`src/rtl/path_replay_buffer.sv`:
```
// Path replay buffer: stacks node indices written during traceback and replays them source-first.
// Optional macro REPLAY_LOOP_EN: replay restarts from the source after each last beat while display_on stays high.
module path_replay_buffer #(
  parameter int NODE_W = 5,
  parameter int DEPTH  = 32,
  parameter int CNT_W  = 6
) (
  input  logic              clk,
  input  logic              sys_reset,
  input  logic              clr,
  input  logic              write_en,
  input  logic [NODE_W-1:0] index_in,
  input  logic              display_on,
  output logic              node_valid,
  input  logic              node_ready,
  output logic [NODE_W-1:0] node_idx,
  output logic              node_first,
  output logic              node_last,
  output logic [CNT_W-1:0]  path_len,
  output logic              overflow,
  output logic              replay_done,
  output logic              busy
);

  localparam int AW = CNT_W - 1;

  typedef enum logic [1:0] {IDLE, REPLAY, DONE} state_t;

  state_t            r_state, w_next;
  logic [NODE_W-1:0] r_mem [DEPTH];
  logic [CNT_W-1:0]  r_len;
  logic [AW-1:0]     r_rd;
  logic [NODE_W-1:0] r_last_wr;
  logic [NODE_W-1:0] r_idx;
  logic              r_overflow, r_valid, r_first, r_last, r_done, r_disp_q;

  logic              w_rise, w_fire, w_wr_ok, w_dup, w_full, w_accept, w_drop;
  logic [AW-1:0]     w_top, w_rd_dec;

  assign w_rise   = display_on & ~r_disp_q;
  assign w_fire   = r_valid & node_ready;
  assign w_wr_ok  = write_en & ~clr & (r_state != REPLAY);
  assign w_dup    = (r_len != '0) && (index_in == r_last_wr);
  assign w_full   = (r_len == CNT_W'(DEPTH));
  assign w_accept = w_wr_ok & ~w_dup & ~w_full;
  assign w_drop   = w_wr_ok & ~w_dup & w_full;
  assign w_top    = AW'(r_len - CNT_W'(1));
  assign w_rd_dec = r_rd - AW'(1);

  assign node_valid  = r_valid;
  assign node_idx    = r_idx;
  assign node_first  = r_first;
  assign node_last   = r_last;
  assign path_len    = r_len;
  assign overflow    = r_overflow;
  assign replay_done = r_done;
  assign busy        = (r_state == REPLAY);

  always_ff @(posedge clk or negedge sys_reset) begin
    if (!sys_reset) r_state <= IDLE;
    else            r_state <= w_next;
  end

  always_comb begin
    w_next = r_state;
    case (r_state)
      REPLAY: begin
        if (clr || !display_on)
          w_next = IDLE;
        else if (w_fire && r_rd == '0) begin
`ifdef REPLAY_LOOP_EN
          w_next = REPLAY;
`else
          w_next = DONE;
`endif
        end
      end
      default: begin
        if (clr)
          w_next = IDLE;
        else if (w_rise)
          w_next = (r_len != '0) ? REPLAY : DONE;
      end
    endcase
  end

  // Storage array carries no reset; path_len alone defines which entries are live.
  always_ff @(posedge clk) begin
    if (w_accept) r_mem[r_len[AW-1:0]] <= index_in;
  end

  always_ff @(posedge clk or negedge sys_reset) begin
    if (!sys_reset) begin
      r_len      <= '0;
      r_rd       <= '0;
      r_last_wr  <= '0;
      r_idx      <= '0;
      r_overflow <= 1'b0;
      r_valid    <= 1'b0;
      r_first    <= 1'b0;
      r_last     <= 1'b0;
      r_done     <= 1'b0;
      r_disp_q   <= 1'b0;
    end else begin
      r_disp_q <= display_on;
      r_done   <= 1'b0;
      if (clr) begin
        r_len      <= '0;
        r_overflow <= 1'b0;
        r_valid    <= 1'b0;
        r_first    <= 1'b0;
        r_last     <= 1'b0;
      end else begin
        if (w_accept) begin
          r_len     <= r_len + CNT_W'(1);
          r_last_wr <= index_in;
        end
        if (w_drop) r_overflow <= 1'b1;
        case (r_state)
          REPLAY: begin
            if (!display_on) begin
              r_valid <= 1'b0;
              r_first <= 1'b0;
              r_last  <= 1'b0;
            end else if (w_fire) begin
              if (r_rd == '0) begin
                r_done <= 1'b1;
`ifdef REPLAY_LOOP_EN
                r_rd    <= w_top;
                r_idx   <= r_mem[w_top];
                r_first <= 1'b1;
                r_last  <= (w_top == '0);
`else
                r_valid <= 1'b0;
                r_first <= 1'b0;
                r_last  <= 1'b0;
`endif
              end else begin
                r_rd    <= w_rd_dec;
                r_idx   <= r_mem[w_rd_dec];
                r_first <= 1'b0;
                r_last  <= (w_rd_dec == '0);
              end
            end
          end
          default: begin
            // Replay starts from the most recently written node, which is the source.
            if (w_rise) begin
              if (r_len != '0) begin
                r_rd    <= w_top;
                r_idx   <= r_mem[w_top];
                r_valid <= 1'b1;
                r_first <= 1'b1;
                r_last  <= (w_top == '0);
              end else begin
                r_done <= 1'b1;
              end
            end
          end
        endcase
      end
    end
  end

endmodule

```
`config.mk`:
```
export PLATFORM = sky130hd
export DESIGN_NAME = path_replay_buffer
export DESIGN_NICKNAME = d
export VERILOG_FILES = /design/src/rtl/path_replay_buffer.sv
export SDC_FILE = /design/constraint.sdc
export NUM_CORES = 1
export LEC_CHECK = 0
export BUFFER_PORTS_ARGS = -buffer_cell sky130_fd_sc_hd__buf_2
export CAP_MARGIN = 20
export CORE_UTILIZATION = 31
export DETAILED_ROUTE_END_ITERATION = 12
export GPL_TIMING_DRIVEN = 0
export SYNTH_ARGS = -nofsm -noshare
export SYNTH_HDL_FRONTEND = slang
export SYNTH_SLANG_ARGS = --single-unit
```
`constraint.sdc`:
```
create_clock -name clk -period 5.8 [get_ports clk]
set_clock_uncertainty 0.2 [all_clocks]
set_input_delay 0.29 -clock clk [delete_from_list [all_inputs] [get_ports clk]]
set_output_delay 0.29 -clock clk [all_outputs]
set_load 0.01 [all_outputs]
```
-- After elaboration in Yosys (flattened, before gate mapping)
Memories as Yosys holds them, arrays and structs flattened.
Cells that the tools add are included.
- register bits after elaboration: 29
- memory bits (writable): 160
- input bits: 11
- output and inout port bits: 17
- word-level logic and storage cells: 104
- memories: 1
- memory list (memory ; words ; bits a word ; rd ports ; clocked after memory_dff ; write ports ; line ; RTL):
    r_mem ; 32 ; 5 ; 2 ; 0 ; 1 ; 30 ; logic [NODE_W-1:0] r_mem [DEPTH];
- add/subtract/negate cells: 3
- eq/ne operators: 10
- muxes and demuxes: 49
- bitwise logic cells: 11
- reductions and logical operators: 19
- operators with widths (operator ; number):
    two-way mux 5 bit ; 12
    two-way mux 1 bit ; 29
    logical NOT 5 bit ; 3
    two-way mux 2 bit ; 6
    two-way mux 6 bit ; 2
    subtractor 5 x 1 -> 5 bit, second input constant ; 2
    != test 4 x 3 -> 1 bit, second input constant ; 2
    nonzero test 2 bit ; 4
    bitwise AND 1 bit ; 7
    adder 6 x 1 -> 6 bit, second input constant ; 1
    == test 6 bit, second input constant ; 1
    AND reduction 6 bit ; 1
    nonzero test 3 bit ; 2
    nonzero test 6 bit ; 1
    == test 5 bit ; 1
    != test 2 x 1 -> 1 bit, second input constant ; 2
    != test 2 bit, second input constant ; 2
    NOT 1 bit ; 4
    AND reduction 2 bit ; 2
    AND reduction 4 bit ; 1
    != test 3 x 1 -> 1 bit, second input constant ; 1
    AND reduction 3 bit ; 1
    == test 2 x 1 -> 1 bit, second input constant ; 1
    logical AND 1 bit ; 2
    other kinds (2) ; 2

-- Depth between registers and ports, before layout
- word-level depth: 7
- depth in mapped cells: 14
- depth with buffers taken out: 8

-- Least setup slack after synthesis
Ideal clock, no wire load.
- kind: register to register
- start: register r_len[0], in the netlist path_len[0]
- end: memory r_mem[15][0], enable pin
- library setup time: 0.374 ns
- arrival: 3.121 ns
- data required time: 5.226 ns
- path slack: 2.105 ns
- cell stages (with the launch flop): 12
- path buffers: 4
- clock period less this slack: 3.695 ns
- path through: dfrtp_1 -> buf_2 -> buf_2 -> clkbuf_1 -> inv_1 -> ha_1 -> inv_1 -> or3_4 -> a311oi_4 -> buf_6 -> nand2_4 -> nor3_1
- word-level cells in the longest chain between the ends: 7
- elaborated cells between the ends (all ways): 9
- those cells by class: eq/ne (1); mux (2); bitwise (4); reduce/logical (2)
- ends and longest elaborated chain (item ; line ; RTL):
    start, declared ; 31 ; logic [CNT_W-1:0] r_len;
    start signal, assigned ; 115 ; r_len <= r_len + CNT_W'(1);
    nonzero test 6 bit ; 43 ; assign w_dup = (r_len != '0) && (index_in == r_last_wr);
    logical AND 1 bit ; 43 ;
    NOT 1 bit ; 45 ; assign w_accept = w_wr_ok & ~w_dup & ~w_full;
    bitwise AND 1 bit (2 in series) ; 45 ;
    two-way mux 1 bit ; 89 ; if (w_accept) r_mem[r_len[AW-1:0]] <= index_in;
    two-way mux 1 bit (not written as such) ; 89 ;
    end, declared ; 30 ;
Several ways; a longest one is shown, not always the timed one.

-- Worst setup path after layout
- start: register r_len[0], in the netlist path_len[0]
- end: register r_idx[2], in the netlist node_idx[2]
- word-level cells in the longest chain between the ends: 5
- elaborated cells between the ends (all ways): 8
- those cells by class: add/sub (1); mux (3); reduce/logical (3); memory (1)
- ends and longest elaborated chain (item ; line ; RTL):
    subtractor 5 x 1 -> 5 bit ; 47 ; assign w_top = AW'(r_len - CNT_W'(1));
    memory (32 x 5 bit) ; n/a ;
    two-way mux 5 bit ; 149 ; if (r_len != '0) begin
    two-way mux 5 bit ; 148 ; if (w_rise) begin
    two-way mux 5 bit ; 119 ; case (r_state)
    end signal, assigned ; 140 ; r_idx <= r_mem[w_rd_dec];
    end signal, assigned ; 151 ; r_idx <= r_mem[w_top];
    end, declared ; 34 ; logic [NODE_W-1:0] r_idx;
Several ways; a longest one is shown, not always the timed one. The select of a mux whose other input is x is not followed.
A chain may end at the register's enable or synchronous reset.

==> summary.txt <==
Run status
  • Status: finished clean

STA
  • Hold Vio Cnt, Final: 0
  • Pins Over Slew Limit: 0
  • Final setup viols: 0
  • Unrepaired setup endpoints after global routing: false
  • Slew Limit Headroom: 0.271
  • Tmin final: ~5400 ps
  • Worst-Margin Slew: between 1000 and 1500 ps
  • Final Cycle Share: 0.931
  • Setup tns final: 0 ps
  • PnR worst setup slack: 398 ps
  • Max frequency: roughly 0.19 GHz

Clock tree
  • Root buffer cell: clkbuf_16
  • CTS-repair resized insts: 0
  • CTS tree: yes
  • Clock Pin Slew Worst Setup and Hold Paths: ~70 ps
  • Skew-Pair Late Insertion Delay: around 440 ps
  • Clk buf depth: 2
  • Clk sink count: ~190
  • TritonCTS Buffers: 17
  • H-Tree Depth: 4

Critical path
  • Startpoint types: flop
  • Slowest stage cell, crit path: clkbuf_1
  • CP bufs+invs: 6
  • Worst Path Required: 5910 ps
  • CP peak stage delay: 810 ps
  • Most used cell, CP: clkbuf_1
  • Worst EP arrival: 5510 ps
  • Crit-path cells: buf_2, buf_2, clkbuf_1, inv_1, ha_1, clkbuf_1, clkbuf_1, mux4_2, mux2i_1, o41ai_1, a31oi_1, a31oi_1
  • Kind of critical path: reg -> reg
  • Critical path peak fanout: 10
  • CP Capture Type: flop
  • CP top delay family: buffers and inverters

Logic synthesis
  • Post-Syn Area: approximately 9300 sq um
  • Main synth FF type: edfxtp_1
  • Synth cell types: 58
  • Mapped Nets: 640
  • Number of synthesized register bits: between 150 and 200
  • Mapped Avg Cell Area: approximately 15 sq um
  • Cells after Synth: approximately 620
  • EDFF count, synth: 160
  • Async set or reset register ratio after synthesis: 0.153
  • Ys Warns: 0
  • Sequential element share of the synthesized area: 0.592

Finish
  • Final instance area: 10600 sq um
  • Multi-input logic area: 3570 sq um
  • Antenna cell count: 0
  • Area Overhead vs Synth: 13.4%
  • Most common cell after layout, fill and taps aside: edfxtp_1
  • Most frequent cells in the layout: edfxtp_1, mux4_2, nand2_1
  • Layout cell share with drive strength beyond 1: 0.242
  • Layout fillers: 2897
  • Register area: 5530 sq um
  • # nets final: approximately 690

Detailed routing
  • Routed vias: between 6000 and 7000
  • Total wire length: between 20000 and 30000 microns
  • Vias/cell: approximately 5.6
  • Drt pass-1 iters: 5
  • Post-DRT Antenna Nets: 0
  • Iter 0 DRT Violations: 804
  • # DRC: 0
  • WL per Instance: roughly 25 microns

Placement
  • Placed cell area: roughly 10000 sq um
  • HPWL after DPL: 18100 microns
  • GP Congestion: between 0.8 and 0.9
  • PortBufs: 27
  • Post-Place Setup Slack: ~530 ps

Die
  • Die area: 30800 sq um
  • FP Rows: between 60 and 70
  • Starting Density: 0.315
  • DIE WIDTH: ~180 microns
  • Die H: between 150 and 200 microns
  • Io pins: 28
  • Core ar.: 29600 sq um

Global routing
  • Initial antenna violation count: 0
  • Tot GR Track Use: 0.179
  • Largest net degree at the start of global routing: 35
  • Overflow after GRT: 0
  • Vias in the first global route: approximately 6100
  • First-pass GRT wire length: roughly 40000 microns

Power and ir drop
  • Design Power: approximately 4.7 mW
  • Int Power: around 3 mW
  • PD cells: between 400 and 500 nW/um^2
  • Psw: 1.78 mW
  • VDD IR max: approximately 0.27 mV
  • Sw Ratio: 0.376
  • Reg power frac: 0.332
  • Lkg Pwr: approximately 3.6 nW
  • Combinational Power Share: 0.421
  • Clock group share of total power: 0.247

Run
  • MaxCap Viol Count: 0

Hold path
  • Hold WC Path Type: in -> reg
-- metal layers --
| metal | share of wire | track usage |
|---|---|---|
| met5 | 0 | 0 |
| met4 | 0.031 | 0.0670 |
| met2 | 0.45 | 0.270 |
| met1 | 0.42 | 0.251 |
| met3 | 0.099 | 0.0403 |
-- state kept, by name, indices dropped and copies added (netlist names) --
signal       count
r_rd             5
r_last_wr        5
overflow         1
node_idx         5
node_first       1
r_disp_q         1
path_len         6
node_last        1
r_mem          160
replay_done      1
r_state          2
node_valid       1
-- layout make-up --
class / instances / area share
buffer: 40 / 0.0184
multi-input combinational: 382 / 0.337
inverter: 10 / 0.00354
tap: 390 / 0.0461
timing repair buffer: 33 / 0.0177
clock inverter: 14 / 0.0142
clock buffer: 18 / 0.0405
sequential: 189 / 0.522
-- worst paths after layout --
check	from	endpoint	slack [ps]	depth (start not counted)
max in group asynchronous	sys_reset	node_idx[4]	4710	2
min reg2reg	node_first	node_first	290	1
max reg2reg	path_len[0]	node_idx[2]	400	12
min	node_ready	replay_done	130	5
max	path_len[0]	node_idx[2]	400	12
min in group asynchronous	sys_reset	path_len[5]	230	2
-- power by group through the flow --
stage	Sequential, mW	Combinational, mW	Clock (mW)
after CTS	1.57	1.96	1.17
after global routing	1.57	2.09	1.22
after global placement	1.60	1.93	0
after floorplan	1.59	1.30	0
final	1.57	1.99	1.17
after detailed placement	1.60	1.95	0
-- logic make-up after synthesis --
logic type                 after synthesis  synth area share
AOI/OAI and AO/OA                       68            0.0524
muxes                                  112             0.215
adders and majority gates                8            0.0107
xor gates and xnor gates                16            0.0158
and+or+nand+nor                        178            0.0886
DFF                                    189             0.592
buffers and inverters                   50            0.0249
-- worst reg2reg max path: cells and delay by family (launching register included) --
kind / cells / cell delay [ps]
buf+inv: 6 / 3010
fa+ha+maj: 1 / 390
mux: 2 / 810
flops: 1 / 440
compound gates: 3 / 410
-- synth_stat cells, types with 3 or more instances --
cell type,count,area share
nand3b_1,3,0.0024
nor4_1,3,0.0020
xnor2_1,7,0.0066
a32o_1,3,0.0032
o21ai_0,6,0.0032
nor3_1,12,0.0064
a211oi_1,5,0.0040
inv_1,10,0.0040
mux2_2,10,0.012
a41oi_1,3,0.0028
dfrtp_1,29,0.078
a31oi_1,13,0.0087
mux2i_1,32,0.034
a21oi_1,13,0.0070
ha_1,8,0.011
clkbuf_1,19,0.0076
o41ai_1,3,0.0028
edfxtp_1,160,0.51
or3b_2,3,0.0028
buf_6,3,0.0036
buf_2,11,0.0059
xor2_1,8,0.0075
and2_1,5,0.0034
mux4_2,70,0.17
o211ai_1,4,0.0032
buf_1,4,0.0016
nand2_1,68,0.027
nand4_1,3,0.0020
nor2_1,48,0.019
nor2b_1,3,0.0020
nand3_1,15,0.0080
-- repair_timing --
item,CTS,global route
hold endpoints to repair,31,0
hold buffers,3,0
setup buffers,0,0
-- metrics by stage --
step	instances	util	hold WS (ps)
2_1_floorplan	621	-	-206
3_3_place_gp	1038	0.336	178
3_5_place_dp	1040	0.337	190
4_1_cts	1075	0.357	115
5_1_grt	1076	0.357	206
6_report	1076	0.357	129
(Power assumes the default switching activity.)
